## config.mk

```make
export PLATFORM = sky130hd
export DESIGN_NAME = ysyx_25020047_ifu
export DESIGN_NICKNAME = d
export VERILOG_FILES = /design/src/rtl/ysyx_25020047_ifu.sv
export SDC_FILE = /design/constraint.sdc
export NUM_CORES = 1
export LEC_CHECK = 0
export BUFFER_PORTS_ARGS = -buffer_cell sky130_fd_sc_hd__buf_2
export CORE_UTILIZATION = 40
export CTS_BUF_LIST = sky130_fd_sc_hd__clkbuf_8 sky130_fd_sc_hd__clkbuf_16
export CTS_CLUSTER_SIZE = 12
export DETAILED_ROUTE_END_ITERATION = 7
export PLACE_DENSITY = 0.68
export SYNTH_ARGS = -nofsm -noshare
export SYNTH_HDL_FRONTEND = slang
export SYNTH_SLANG_ARGS = --single-unit
```

## constraint.sdc

```tcl
create_clock -name clk -period 4.5 [get_ports clk]
set_input_delay 0.225 -clock clk [delete_from_list [all_inputs] [get_ports clk]]
set_output_delay 0.225 -clock clk [all_outputs]
set_load 0.01 [all_outputs]
```

## src/rtl/ysyx_25020047_ifu.sv

```systemverilog
// Instruction fetch unit: holds the PC, reads one 32-bit word per instruction, hands it to decode.
// Latency: npc_valid at t, request accepted at once, response in first WAIT cycle -> inst_valid at t+3.
// Backpressure: mem_req_valid holds until mem_req_ready; inst/pc/snpc/fault hold until inst_ready.
module ysyx_25020047_ifu #(
  parameter logic [31:0] RESET_PC   = 32'h8000_0000,
  parameter logic [31:0] FAULT_INST = 32'h0000_0000,
  parameter int          CNT_W      = 32
) (
  input  logic             clk,
  input  logic             rst,
  output logic             mem_req_valid,
  input  logic             mem_req_ready,
  output logic [31:0]      mem_req_addr,
  input  logic             mem_rsp_valid,
  input  logic [31:0]      mem_rsp_data,
  input  logic             mem_rsp_err,
  output logic             inst_valid,
  input  logic             inst_ready,
  output logic [31:0]      inst,
  output logic [31:0]      pc,
  output logic [31:0]      snpc,
  output logic             fault,
  input  logic             npc_valid,
  input  logic [31:0]      dnpc,
  output logic [CNT_W-1:0] fetch_count
);

  typedef enum logic [2:0] {
    S_IDLE,
    S_FETCH,
    S_WAIT,
    S_DELIVER,
    S_NEXT
  } state_t;

  state_t state;
  state_t state_nxt;

  logic misaligned;
  logic rsp_take;
  logic fault_take;
  logic inst_hs;
  logic npc_take;

  assign misaligned   = (pc[1:0] != 2'b00);
  assign mem_req_addr = pc;
  // A misaligned PC never reaches memory; the fault word is captured directly in FETCH.
  assign fault_take   = (state == S_FETCH) && misaligned;
  assign rsp_take     = (state == S_WAIT) && mem_rsp_valid;
  assign inst_hs      = inst_valid && inst_ready;
  assign npc_take     = (state == S_NEXT) && npc_valid;

  // State register.
  always_ff @(posedge clk or negedge rst) begin
    if (!rst) begin
      state <= S_IDLE;
    end else begin
      state <= state_nxt;
    end
  end

  // Next-state and handshake outputs decoded from the registered state.
  always_comb begin
    state_nxt     = state;
    mem_req_valid = 1'b0;
    inst_valid    = 1'b0;
    case (state)
      S_IDLE: begin
        state_nxt = S_FETCH;
      end
      S_FETCH: begin
        if (misaligned) begin
          state_nxt = S_DELIVER;
        end else begin
          mem_req_valid = 1'b1;
          if (mem_req_ready) begin
            state_nxt = S_WAIT;
          end
        end
      end
      S_WAIT: begin
        if (mem_rsp_valid) begin
          state_nxt = S_DELIVER;
        end
      end
      S_DELIVER: begin
        inst_valid = 1'b1;
        if (inst_ready) begin
          state_nxt = S_NEXT;
        end
      end
      S_NEXT: begin
        if (npc_valid) begin
          state_nxt = S_FETCH;
        end
      end
      default: begin
        state_nxt = S_IDLE;
      end
    endcase
  end

  // PC/snpc load only when execute supplies the next PC.
  always_ff @(posedge clk or negedge rst) begin
    if (!rst) begin
      pc   <= RESET_PC;
      snpc <= RESET_PC + 32'd4;
    end else if (npc_take) begin
      pc   <= dnpc;
      snpc <= dnpc + 32'd4;
    end
  end

  // Instruction word and fault flag captured from the response or from a misaligned PC.
  always_ff @(posedge clk or negedge rst) begin
    if (!rst) begin
      inst  <= 32'h0000_0000;
      fault <= 1'b0;
    end else if (fault_take) begin
      inst  <= FAULT_INST;
      fault <= 1'b1;
    end else if (rsp_take) begin
      inst  <= mem_rsp_err ? FAULT_INST : mem_rsp_data;
      fault <= mem_rsp_err;
    end
  end

  // Count of instructions accepted by decode; wraps naturally.
  always_ff @(posedge clk or negedge rst) begin
    if (!rst) begin
      fetch_count <= '0;
    end else if (inst_hs) begin
      fetch_count <= fetch_count + CNT_W'(1);
    end
  end

endmodule

```

After elaboration in Yosys (flattened, before gate mapping)
Index checks and enable logic that the tools add are counted.
{"block": "totals", "ff_bits": 132, "input_bits": 71, "output_inout_bits": 163, "word_cells": 38}
{"block": "op_classes", "add_sub_neg": 2, "n_eq_ne": 8, "mux": 14, "reduce_logical": 8}
{"cell": "32-bit two-way mux", "n": 3}
{"cell": "32-bit by 1-bit adder with 32-bit output, second input constant", "n": 1}
{"cell": "32-bit by 3-bit adder with 32-bit output, second input constant", "n": 1}
{"cell": "3-bit two-way mux", "n": 5}
{"cell": "3-bit one-hot mux with 5 select lines", "n": 1}
{"cell": "3-bit by 2-bit equality test with 1-bit output, second input constant", "n": 2}
{"cell": "2-bit inequality test, second input constant", "n": 3}
{"cell": "1-bit two-way mux", "n": 5}
{"cell": "1-bit logical AND", "n": 4}
{"cell": "4-bit AND reduction", "n": 1}
{"cell": "2-bit nonzero test", "n": 2}
{"cell": "3-bit by 1-bit equality test with 1-bit output, second input constant", "n": 1}
{"cell": "3-bit equality test, second input constant", "n": 1}
{"cell": "3-bit logical NOT", "n": 1}
{"cell": "3-bit inequality test, second input constant", "n": 1}

Logic depth before layout (Yosys ltp)
Gate-level depths: netlist of run 1.
{"block": "depth", "ltp_word": 4, "ltp_mapped": 8, "ltp_nobuf": 6}

Worst setup path before layout of run 1
No wires, ideal clock.
{"block": "synth_path", "path_type": "register to register", "from": "register fetch_count[2]", "to": "register fetch_count[28]", "setup_time_ns": 0.126, "arrival_ns": 1.816, "required_time_ns": 4.374, "setup_slack_ns": 2.558, "stages_incl_launch_ff": 7, "n_path_buf": 1, "synth_period_minus_slack_ns": 1.942, "cell_sequence": "dfrtp_1 nand4_1 or4_1 buf_2 nor4_4 nand3_1 xnor2_1"}
{"block": "synth_between", "elab_chain_cells": 1}
{"element": "start, declared", "line_no": "25", "rtl": "output logic [CNT_W-1:0] fetch_count"}
{"element": "start signal, assigned", "line_no": "133", "rtl": "fetch_count <= fetch_count + CNT_W'(1);"}
{"element": "32-bit by 1-bit adder with 32-bit output", "line_no": "133"}
No other way between the ends.
A chain may end at the register's enable or synchronous reset.

Final worst setup path of run 1
Same ends and word-level chain as after synthesis.

==> results by group, run 1 <==
Run status
  • Status: complete, no violations

STA
  • Final Slew Violations: 0
  • Setup ws final: around 2.4 ns
  • Slew headroom: between 30% and 40%
  • Fin. Hold Viols: 0
  • RSZ-0062 raised after global routing: no
  • Final Critical Period: about 2.1 ns
  • Fmax: 472 MHz
  • Final setup violation count: 0
  • TNS Setup: 0 ns
  • Worst Tran Pin Value: between 1 and 1.5 ns
  • Final worst-path cycle share: about 47%
  • Fin Clk Skew: between 0.006 and 0.007 ns

Placement
  • Final HPWL DP: about 11000 um
  • Post-DP Area: between 6000 and 7000 um2
  • Dpl ws: ~2.4 ns
  • GPL Wtd Cong: roughly 0.8
  • I/O Buffers: around 230

Critical path
  • Top delay family on crit path: simple AND/OR/NAND/NOR gates
  • Worst Path Required: approximately 4.8 ns
  • Critical path class: reg -> reg
  • Critical-path cell list: nand4_1 > or4_1 > nor4_4 > nand3_1 > xnor2_1
  • CP max stage delay: around 0.72 ns
  • CP Capture Type: register
  • Largest driver fanout on the critical path: 7
  • Slowest-stage cell, CP: or4_1
  • Critical Path AT: 2.41 ns
  • Crit start category: register
  • Buf/Inv on CP: 0

Global routing
  • Met2 Use GR: a little under a third
  • GR Layer Usage met3: roughly 5.6%
  • Largest net degree at the start of global routing: between 90 and 100
  • Global Route Usage Sum: about a fifth
  • Number of global-route vias before repair: about 4600
  • Global-route wire length before repair: 23100 um
  • Grt total ovfl: 0
  • Initial antenna violation count: 0
  • Met1 Usage GRT: approximately a quarter
  • Busiest layer in global routing: met2

Drt
  • Initial DRT Pass Iterations: 4
  • # DRC: 0
  • Via count: between 4000 and 5000
  • Initial DRC Count: between 300 and 400
  • Post-Route WL: ~15000 um
  • Via-to-Cell Ratio: between 5 and 6
  • Detail Route Antenna Nets: 0
  • Mean routed wirelength per cell: 15.2 um

Synth
  • Syn Inst Count: 572
  • Mapped Area: 5780 um2
  • Sequential area share after synthesis: between 50 and 60%
  • Post-synth ARST share: between 90% and 100%
  • Number of synthesized register bits: 130
  • Synth top area share: between 50% and 60%
  • Number of synthesized flops with an enable pin: 0
  • Most used DFF post-synth: dfrtp_1
  • Synthesized area per cell: 10.1 um2
  • Yosys warning count: 0
  • Cell taking the most area after synthesis: dfrtp_1
  • Syn Nets: ~650
  • Top cells by count, synth: 150 x nand2_1, 127 x dfrtp_1, 34 x buf_4, 32 x a22o_1, 31 x o21ai_0
  • Most frequent cell after synthesis: nand2_1
  • Top cells by area, synth: dfrtp_1 55%, nand2_1 9.7%, a22o_1 4.8%
  • Synth unique cells: 34

Final layout
  • P&R area growth vs syn: 30.5%
  • Ant diodes: 0
  • Core Util, Final: between 50% and 60%
  • Filler cells: around 1300
  • Final instance area: roughly 7600 um2
  • Final net count: 842
  • Layout cells sized above 1: about 36%

Min path
  • Hold Crit Class: in -> reg

Floorplanning
  • Die width: 122 um
  • I/O pin total: about 230
  • Full die area: roughly 15000 um2
  • Row cnt: 43
  • Initial cell density of the core: 41.4%
  • Core area: 14000 um2
  • DIE HEIGHT: ~120 um

Pwr
  • Pleak: roughly 4.1 nW
  • Worst vdd ir: around 0.33 mV
  • Power per cell area: roughly 650 nW/um2

CTS
  • Clock sink total: 130
  • Post-CTS sizing: 0
  • Clock Latency Late Sink: between 0.4 and 0.5 ns
  • Post-CTS Setup Bufs: 0
  • Clock-pin slew on the worst setup and hold paths: 0.06 ns
  • CTS root buffer: clkbuf_16
  • H-tree levels: 4
  • Clock Path Buffers: 2
  • Num CTS Buffers: 17
  • TritonCTS clock tree: done

Run
  • Number of max-cap violations: 0
## layer usage
metal / up-vias / routed length (um)
li1: 2286 / -
met1: 2330 / 6400
met2: 188 / 6930
met3: 16 / 1080
met4: 0 / 168
met5: - / 0
## cells by family after synthesis
| family | share of synthesized area (%) |
|---|---|
| AO/OA/AOI/OAI | 8.44 |
| buffers and inverters | 6.64 |
| XOR/XNOR | 8.93 |
| AND/OR/NAND/NOR | 19.1 |
| adder cells (fa/ha/maj) | 0.433 |
| flip-flops | 56.3 |
| multiplexers | 0.195 |
## cell usage in the layout, fill, tap and decap left out, types with 5 or more instances in the layout
master     Yosys  final
nand2_1      150    150
nor3_1         6      6
xor2_1        29     29
and3_1         9      9
and4_1         5      5
a21oi_1        5      5
clkbuf_16      0     17
a22o_1        32     32
o21ai_0       31     31
xnor2_1       30     30
buf_2          4    232
bufinv_16      0      5
nand4_1       16     16
dfrtp_1      127    127
nor2_1        11     11
inv_1          7      7
nand3_1       26     25
## area by class of cell
cell class	count	area (um2)	share of cell area, %
Clock buffer	19	453	6.00
Clock inverter	13	206	2.73
Inverter	7	26.3	0.348
Multi-Input combinational cell	375	2170	28.7
Sequential cell	130	3260	43.1
Tap cell	180	225	2.98
Timing Repair Buffer	238	1210	16.1
## metrics by stage
stage               hold WS (ns)  power [mW]  instances
finish                    0.0155        4.89        962
global route              0.0181        5.21        962
CTS                      0.00552        4.95        962
detailed placement         0.280        3.41        928
global placement           0.270        3.36        928
floorplan                -0.0706        2.82        572
## worst register-to-register path, stage by stage, from the launching register on
cell	delay, ns
dfrtp_1	0.45
nand4_1	0.16
or4_1	0.72
nor4_4	0.39
nand3_1	0.14
xnor2_1	0.14
## power breakdown
group / internal, mW / switching [mW]
clock network: 1.01 / 0.506
logic: 0.635 / 0.847
registers: 1.59 / 0.308
## final timing paths
| check | slack, ns | from | endpoint | depth (start not counted) |
|---|---|---|---|---|
| worst max-delay path | 2.38 | fetch_count[2] | fetch_count[28] | 5 |
| worst min-delay path | 0.02 | dnpc[0] | mem_req_addr[0] | 3 |
| worst max register to register | 2.38 | fetch_count[2] | fetch_count[28] | 5 |
| worst min register to register | 0.47 | fetch_count[31] | fetch_count[31] | 1 |
| max in group asynchronous | 2.95 | rst | inst[3] | 3 |
| min in group asynchronous | 0.38 | rst | fetch_count[7] | 2 |
## state kept, by name (all words and copies together) (netlist names)
register / count
fault: 1
fetch_count: 32
inst: 32
mem_req_addr: 32
snpc: 30
state: 3
## repair_timing
| action | CTS | global route |
|---|---|---|
| endpoints found under the setup margin | 0 | 0 |
| endpoints found under the hold margin | 69 | 0 |
| hold buffers | 2 | 0 |
(Power assumes the default switching activity.)
==> run 2, diff against run 1 <==
PLACE_DENSITY = 0.71   (was 0.68)
clock period = 1.85 ns   (was 4.5 ns; I/O delays follow)
==> run 2 against run 1 <==
Against the previous run: the run now ends with negative setup slack left; highest routed layer unchanged; final cell count is 9.4% higher; die area unchanged; setup slack worse by 2.4 ns.
==> results by group, run 2 (synthesis results as in run 1) <==
Critical path
  • Worst Path Required: about 2.1 ns
  • Critical path class: reg -> reg
  • Crit start category: register
  • Critical Path AT: roughly 2.2 ns
  • Largest driver fanout on the critical path: 5
  • CP Capture Type: register

STA
  • Fin Clk Skew: 0.00960 ns
  • RSZ-0062 raised after global routing: yes
  • Final Critical Period: between 1.5 and 2 ns
  • Final worst-path cycle share: 102%
  • Fin. Hold Viols: 0
  • Setup ws final: -0.0286 ns
  • TNS Setup: -0.0398 ns
  • Worst Tran Pin Value: 0.484 ns
  • Final setup violation count: 2
  • Final Slew Violations: 0
  • Hold_ws: approximately 0.026 ns
  • Slew headroom: 67.7%
  • Fmax: 532 MHz

Final layout
  • Ant diodes: 0
  • Most common cell after layout, fill and taps aside: buf_2
  • Sequential Area: between 3000 and 4000 um2
  • Multi-input gate area: 2210 um2
  • Final instance area: around 8400 um2
  • Layout cells sized above 1: between 30% and 40%
  • Most frequent cells in the layout: 232 x buf_2, 150 x nand2_1, 123 x dfrtp_1
  • Final net count: 932
  • P&R area growth vs syn: 45.6%
  • Filler cells: 1163

Drt
  • Via-to-Cell Ratio: approximately 4.9
  • # DRC: 0
  • Via count: a little over 5000
  • Detail Route Antenna Nets: 0
  • Post-Route WL: around 16000 um
  • Mean routed wirelength per cell: 15.1 um
  • Initial DRC Count: 250
  • Initial DRT Pass Iterations: 4

CTS
  • H-tree levels: 4
  • Clock Latency Late Sink: around 0.41 ns
  • TritonCTS clock tree: done
  • Clock-pin slew on the worst setup and hold paths: 0.06 ns
  • Clock sink total: 130
  • Num CTS Buffers: 17
  • Clock Path Buffers: 2
  • CTS root buffer: clkbuf_16

Run status
  • Failing checks: negative setup slack
  • Status: finished, violations left

Placement
  • Final HPWL DP: between 10000 and 15000 um
  • I/O Buffers: 233
  • GPL Wtd Cong: ~0.80
  • Dpl ws: -0.0181 ns
  • Post-DP Area: between 7000 and 8000 um2

Pwr
  • Power per cell area: 1400 nW/um2
  • Worst vdd ir: just under 0.8 mV
  • Pleak: 4.49 nW
  • Total chip power: roughly 12 mW

Floorplanning
  • Full die area: roughly 15000 um2
  • Core area: ~14000 um2
  • DIE HEIGHT: ~120 um
  • Row cnt: between 40 and 50
  • Initial cell density of the core: approximately two fifths
  • I/O pin total: ~230
  • Die width: 122 um

Min path
  • Hold Crit Class: in -> reg

Global routing
  • Largest net degree at the start of global routing: 94
  • Number of global-route vias before repair: 4894
  • Grt total ovfl: 0
  • Initial antenna violation count: 0
  • Global Route Usage Sum: between 20% and 30%
  • Global-route wire length before repair: between 20000 and 25000 um

Run
  • Number of max-cap violations: 0
==> run 2: changes by cell type in the layout (fill, tap and decap cells not counted), moves of 3 or more <==
| cell | delta |
|---|---|
| dfrtp_2 | +4 |
| buf_4 | +20 |
| dlygate4sd3_1 | +65 |
| dfrtp_1 | -4 |
| buf_12 | +5 |
| inv_1 | +3 |
==> run 2: area by class of cell <==
type	instances	area share [%]
clock buffer	18	5.21
inverter	7	0.312
tap	180	2.67
timing repair buffer	328	25.1
clock inverter	14	1.77
sequential	130	38.7
multi-input combinational	375	26.2
==> run 2: repair_timing <==
| item | CTS | global route |
|---|---|---|
| hold buffers | 67 | 0 |
| resized for setup | 3 | 8 |
| pin swaps | 1 | 9 |
| endpoints found under the hold margin | 114 | 0 |
| endpoints found under the setup margin | 5 | 56 |
| setup buffers | 0 | 4 |
==> run 2: per-layer routing <==
| layer | GRT usage (%) | share of wire, % | up-vias | wire length, um |
|---|---|---|---|---|
| met5 | 0 | 0 | - | 0 |
| met2 | 35.2 | 47 | 195 | 7480 |
| li1 | - | - | 2466 | - |
| met1 | 27.9 | 44 | 2433 | 6950 |
| met4 | 7.85 | 1.9 | 0 | 308 |
| met3 | 5.86 | 7.4 | 29 | 1180 |
==> run 2: stage by stage <==
step           instances  util, %
6_report            1052     60.2
3_5_place_dp         950     50.8
5_1_grt             1052     60.2
3_3_place_gp         950     50.8
4_1_cts             1049     59.9
2_1_floorplan        572        -
==> run 2: final timing paths <==
kind / end / start / cells after the start / slack (ns)
max: fetch_count[28] / fetch_count[12] / 5 / -0.03
min: state[1] / mem_req_ready / 3 / 0.03
max reg2reg: fetch_count[28] / fetch_count[12] / 5 / -0.03
min reg2reg: fetch_count[31] / fetch_count[31] / 1 / 0.47
max in group asynchronous: snpc[31] / rst / 3 / 1.00
min in group asynchronous: fetch_count[6] / rst / 2 / 0.19
==> run 2: critical path: stages, from the launching register on <==
cell	delay, ns
dfrtp_1	0.40
nand2_1	0.08
or4_4	0.61
nor4_4	0.37
nand3_1	0.15
xnor2_1	0.15
==> run 2: power breakdown <==
part           switching (mW)  internal (mW)
clock network            1.22           2.12
registers               0.656           3.86
logic                    2.21           1.75
